$ cat src/rtl/alu_pkg.sv
// Shared constants for the registered 4-bit ALU: default width and 3-bit opcodes.
package alu_pkg;

    localparam int ALU_WIDTH = 4;

    typedef logic [2:0] alu_op_t;

    localparam alu_op_t OP_ADD = 3'b000;
    localparam alu_op_t OP_SUB = 3'b001;
    localparam alu_op_t OP_AND = 3'b010;
    localparam alu_op_t OP_OR  = 3'b011;
    localparam alu_op_t OP_XOR = 3'b100;
    localparam alu_op_t OP_NOT = 3'b101;
    localparam alu_op_t OP_SHL = 3'b110;
    localparam alu_op_t OP_SHR = 3'b111;

endpackage

$ cat src/rtl/alu_4bit_datapath.sv
// Combinational ALU core: {carry, result} = f(a, b, alu_sel), no state.
module alu_4bit_datapath
    import alu_pkg::*;
#(
    parameter int WIDTH = ALU_WIDTH
) (
    input  logic [WIDTH-1:0] a,
    input  logic [WIDTH-1:0] b,
    input  alu_op_t          alu_sel,
    output logic [WIDTH-1:0] result,
    output logic             carry
);

    logic [WIDTH:0] sum;
    logic [WIDTH:0] diff;

    // The extra top bit is the carry-out for ADD and the borrow (a < b) for SUB.
    assign sum  = {1'b0, a} + {1'b0, b};
    assign diff = {1'b0, a} - {1'b0, b};

    always_comb begin
        // NOTE: defaults first so every path through the case drives both outputs; no latch.
        result = '0;
        carry  = 1'b0;
        case (alu_sel)
            OP_ADD: {carry, result} = sum;
            OP_SUB: {carry, result} = diff;
            OP_AND: result = a & b;
            OP_OR:  result = a | b;
            OP_XOR: result = a ^ b;
            OP_NOT: result = ~a;
            OP_SHL: begin
                result = {a[WIDTH-2:0], 1'b0};
                carry  = a[WIDTH-1];
            end
            OP_SHR: begin
                result = {1'b0, a[WIDTH-1:1]};
                carry  = a[0];
            end
            default: ;
        endcase
    end

endmodule

$ cat src/rtl/alu_4bit.sv
// Registered 4-bit ALU: combinational datapath followed by one output register stage.
module alu_4bit
    import alu_pkg::*;
#(
    parameter int WIDTH = ALU_WIDTH
) (
    input  logic             clk,
    input  logic             rst_n,
    input  logic [WIDTH-1:0] A,
    input  logic [WIDTH-1:0] B,
    input  logic [2:0]       ALU_Sel,
    output logic [WIDTH-1:0] Result,
    output logic             Carry
);

    logic [WIDTH-1:0] result_d;
    logic [WIDTH-1:0] result_q;
    logic             carry_d;
    logic             carry_q;

    alu_4bit_datapath #(
        .WIDTH(WIDTH)
    ) u_datapath (
        .a      (A),
        .b      (B),
        .alu_sel(ALU_Sel),
        .result (result_d),
        .carry  (carry_d)
    );

    always_ff @(posedge clk) begin
        // NOTE: non-blocking updates for flops; reset is synchronous, so it lives only in the clocked branch.
        if (!rst_n) begin
            result_q <= '0;
            carry_q  <= 1'b0;
        end else begin
            result_q <= result_d;
            carry_q  <= carry_d;
        end
    end

    assign Result = result_q;
    assign Carry  = carry_q;

endmodule

$ cat config.mk
export PLATFORM = sky130hd
export DESIGN_NAME = alu_4bit
export DESIGN_NICKNAME = d
export VERILOG_FILES = /design/src/rtl/alu_pkg.sv /design/src/rtl/alu_4bit_datapath.sv /design/src/rtl/alu_4bit.sv
export SDC_FILE = /design/constraint.sdc
export NUM_CORES = 1
export LEC_CHECK = 0
export BUFFER_PORTS_ARGS = -buffer_cell sky130_fd_sc_hd__buf_2
export CAP_MARGIN = 20
export CORE_MARGIN = 5
export CORE_UTILIZATION = 45
export CTS_BUF_LIST = sky130_fd_sc_hd__clkbuf_4 sky130_fd_sc_hd__clkbuf_8
export DETAILED_ROUTE_END_ITERATION = 8
export GPL_ROUTABILITY_DRIVEN = 0
export HOLD_SLACK_MARGIN = 0.1
export PLACE_DENSITY = 0.68
export SLEW_MARGIN = 20
export SYNTH_ARGS = -nofsm -noshare
export SYNTH_HDL_FRONTEND = slang
export SYNTH_SLANG_ARGS = --single-unit
$ cat constraint.sdc
create_clock -name clk -period 4.6 [get_ports clk]
set_clock_uncertainty 0.15 [all_clocks]
set_input_delay 0.92 -clock clk [delete_from_list [all_inputs] [get_ports clk]]
set_output_delay 0.92 -clock clk [all_outputs]
set_load 0.02 [all_outputs]
==> summary.txt <==
Clocking
  – CTS tree: built
  – Num Clock Sinks: 5
  – Setup Fix Bufs, Post-CTS: 0
  – Hold buffers post-CTS: 0
  – H-tree levels: 1
  – Maximum root-to-sink buffer count: 2
  – PostCTS Resize Cnt: 0
  – CTS clk-pin slew, worst paths: 0.04 ns
  – CTS buffer count: 3
  – Clock root buffer: clkbuf_4

Global route
  – GR Overflow Total: 0
  – First-pass GRT wire length: 2.88 mm
  – Pin count of the biggest net entering global routing: 25
  – Initial antenna violation count: 0
  – Tot GR Track Use: 14.4%
  – Vias in the first global route: 688

STA
  – Final Max Slew Viols: 0
  – Actual slew at the worst max-slew pin: 0.380 ns
  – Setup Viol. Count Final: 0
  – Final period util: 56.1%
  – FMAX: 387 MHz
  – Max-slew headroom: 74.7%
  – Unrepaired setup endpoints after global routing: no
  – Final setup TNS: 0 ns
  – Post-route minimum period: 2.58 ns
  – Hold Vio Cnt, Final: 0

Worst setup path
  – Critical Path Fanout Max: 5
  – Cell mode on critical path: inv_1
  – Worst EP required: 4.61 ns
  – CP max-delay cell: or4_1
  – Buf/Inv on CP: 3
  – CP delay by family, top: simple AND/OR/NAND/NOR gates
  – Critical Path Sink Type: flip-flop
  – Setup Crit Path Kind: input pin to flip-flop
  – Crit path depth: 9
  – Startpoint types: input pin
  – Crit-path max cell delay: 0.46 ns
  – Critical path data arrival time: 2.60 ns
  – CP cell instances: buf_2, inv_1, ha_1, inv_1, fa_1, nor2b_1, or4_1, o21ai_1, o2bb2ai_1

Finish
  – Area occupied by multi-input gates: 606 µm²
  – Register area: 100 µm²
  – Commonest non-fill, non-tap cell in the layout: buf_2
  – FILL cells: 166
  – P&R area growth vs syn: 13.6%
  – Finished Layout Cells: 136
  – Commonest cells after routing, fill and taps aside: buf_2, inv_1, ha_1
  – Nets@finish: 147
  – Antenna Cells: 0
  – Layout cells sized above 1: 18.5%

Power
  – Static Leak: 0.427 nW
  – PD cells: 199 nW/µm²
  – Max VDD drop: 85.0 µV

Synthesis
  – Yosys reg bits: 5
  – Register area share after synthesis: 12.8%
  – Yosys warns: 0
  – Cell Area, Synth: 785 µm²
  – Ys flop type: dfxtp_1
  – Synthesized area per cell: 7.62 µm²
  – Synth unique cells: 34
  – Cells after synthesis: 103
  – Synth area leaders: ha_1, dfxtp_1, inv_1
  – EDFF count, synth: 0
  – Post-synth top area cell: ha_1
  – Syn nets: 130
  – Ys async rst share: 0%
  – Yosys top cell area share: 19.1%

Outcome
  – Status: finished, final reports clean

Worst hold path
  – Hold WC Path Type: input pin to flip-flop
  – Hold path cells: 3

Die
  – Die extent in x: 51.8 µm
  – Die Area: 2680 µm²
  – Die Y: 51.8 µm
  – Initial Util: 46.4%
  – Core Area: 1690 µm²
  – Cell row count: 15
  – # IOs: 18

Place
  – Port bufs: 17
  – Placed instance count: 132
  – HPWL after DPL: 1.38 mm

Job
  – Max-cap violations: 0

Route
  – DR pass1 iterations: 4
  – Drt wl/cell: 13.0 µm
  – DR vias: 762
  – Final ANT Viol Nets: 0
  – Post-DR vias/cell: 5.60
  – Initial DRC count: 6
  – Drc violations: 0
  – Total Wirelength: 1.76 mm
## through the flow
step	instance area, µm²	hold WS (ns)	power, mW	setup WS, ns	util [%]
2_1_floorplan	785	0.886	0.102	2.02	-
3_3_place_gp	861	1.06	0.123	1.83	51.0
3_5_place_dp	861	1.06	0.123	1.78	51.0
4_1_cts	891	0.805	0.180	2.03	52.7
5_1_grt	891	0.815	0.191	1.93	52.7
6_report	891	0.819	0.178	2.02	52.7
## layout make-up
class                   count  share of cell area [%]
clock buffers               4                    3.37
inverters                  13                    5.48
multi-input cells          80                    68.0
well taps                  17                    2.39
repair buffers             17                    9.55
flip-flops and latches      5                    11.2
## where the power goes
| part | internal, mW | leakage (nW) | switching, mW | total (mW) |
|---|---|---|---|---|
| combinational | 0.0305 | 0.367 | 0.0447 | 0.0752 |
| clock | 0.0385 | 0.0184 | 0.0156 | 0.0542 |
| sequential | 0.0476 | 0.0416 | 0.000658 | 0.0482 |
| total | 0.117 | 0.427 | 0.0610 | 0.178 |
## path summary, 6_finish.rpt
check	startpoint	endpoint	slack, ns
worst max-delay path	A[0]	Carry	2.02
worst min-delay path	rst_n	Result[1]	0.82
## routing by layer
metal  up-vias  part of all wire (%)  track usage, %  wire (µm)
met2        11                    48            22.0        844
met4         0                  0.45            10.9          8
met3         2                   3.8            1.43         67
met1       356                    48            18.3        842
li1        393                     -               -          -
met5         -                     0               0          0
## worst min-delay path, cell delays in order
cell and delay [ns]:
buf_2 0.14, nand2_1 0.06, a21oi_1 0.03
## kinds of logic after synthesis
| kind of cell | synth area share (%) |
|---|---|
| XOR/XNOR | 2.23 |
| flip-flops | 12.8 |
| adder cells (fa/ha/maj) | 24.2 |
| AO/OA/AOI/OAI | 26.0 |
| buffers and inverters | 10.0 |
| AND/OR/NAND/NOR | 22.0 |
| multiplexers | 2.71 |
## sequential cells by signal, summed over array words and instances, names as in the netlist
name / cells
Carry: 1
Result: 4
## cells in the mapped netlist (2+ instances only)
master	instances
a21oi_1	5
a311oi_1	2
a31oi_1	2
buf_2	3
buf_4	2
dfxtp_1	5
fa_1	2
ha_1	12
inv_1	13
nand2_1	6
nand2b_1	6
nand3_1	2
nand3b_1	4
nor2_1	6
nor2b_1	3
o211ai_1	2
o21a_1	2
o21ai_0	5
o21ai_1	2
o2bb2ai_1	2
o311ai_1	2
or3_1	2
xnor2_1	2
Note: power is estimated with default switching activity, not from simulation.
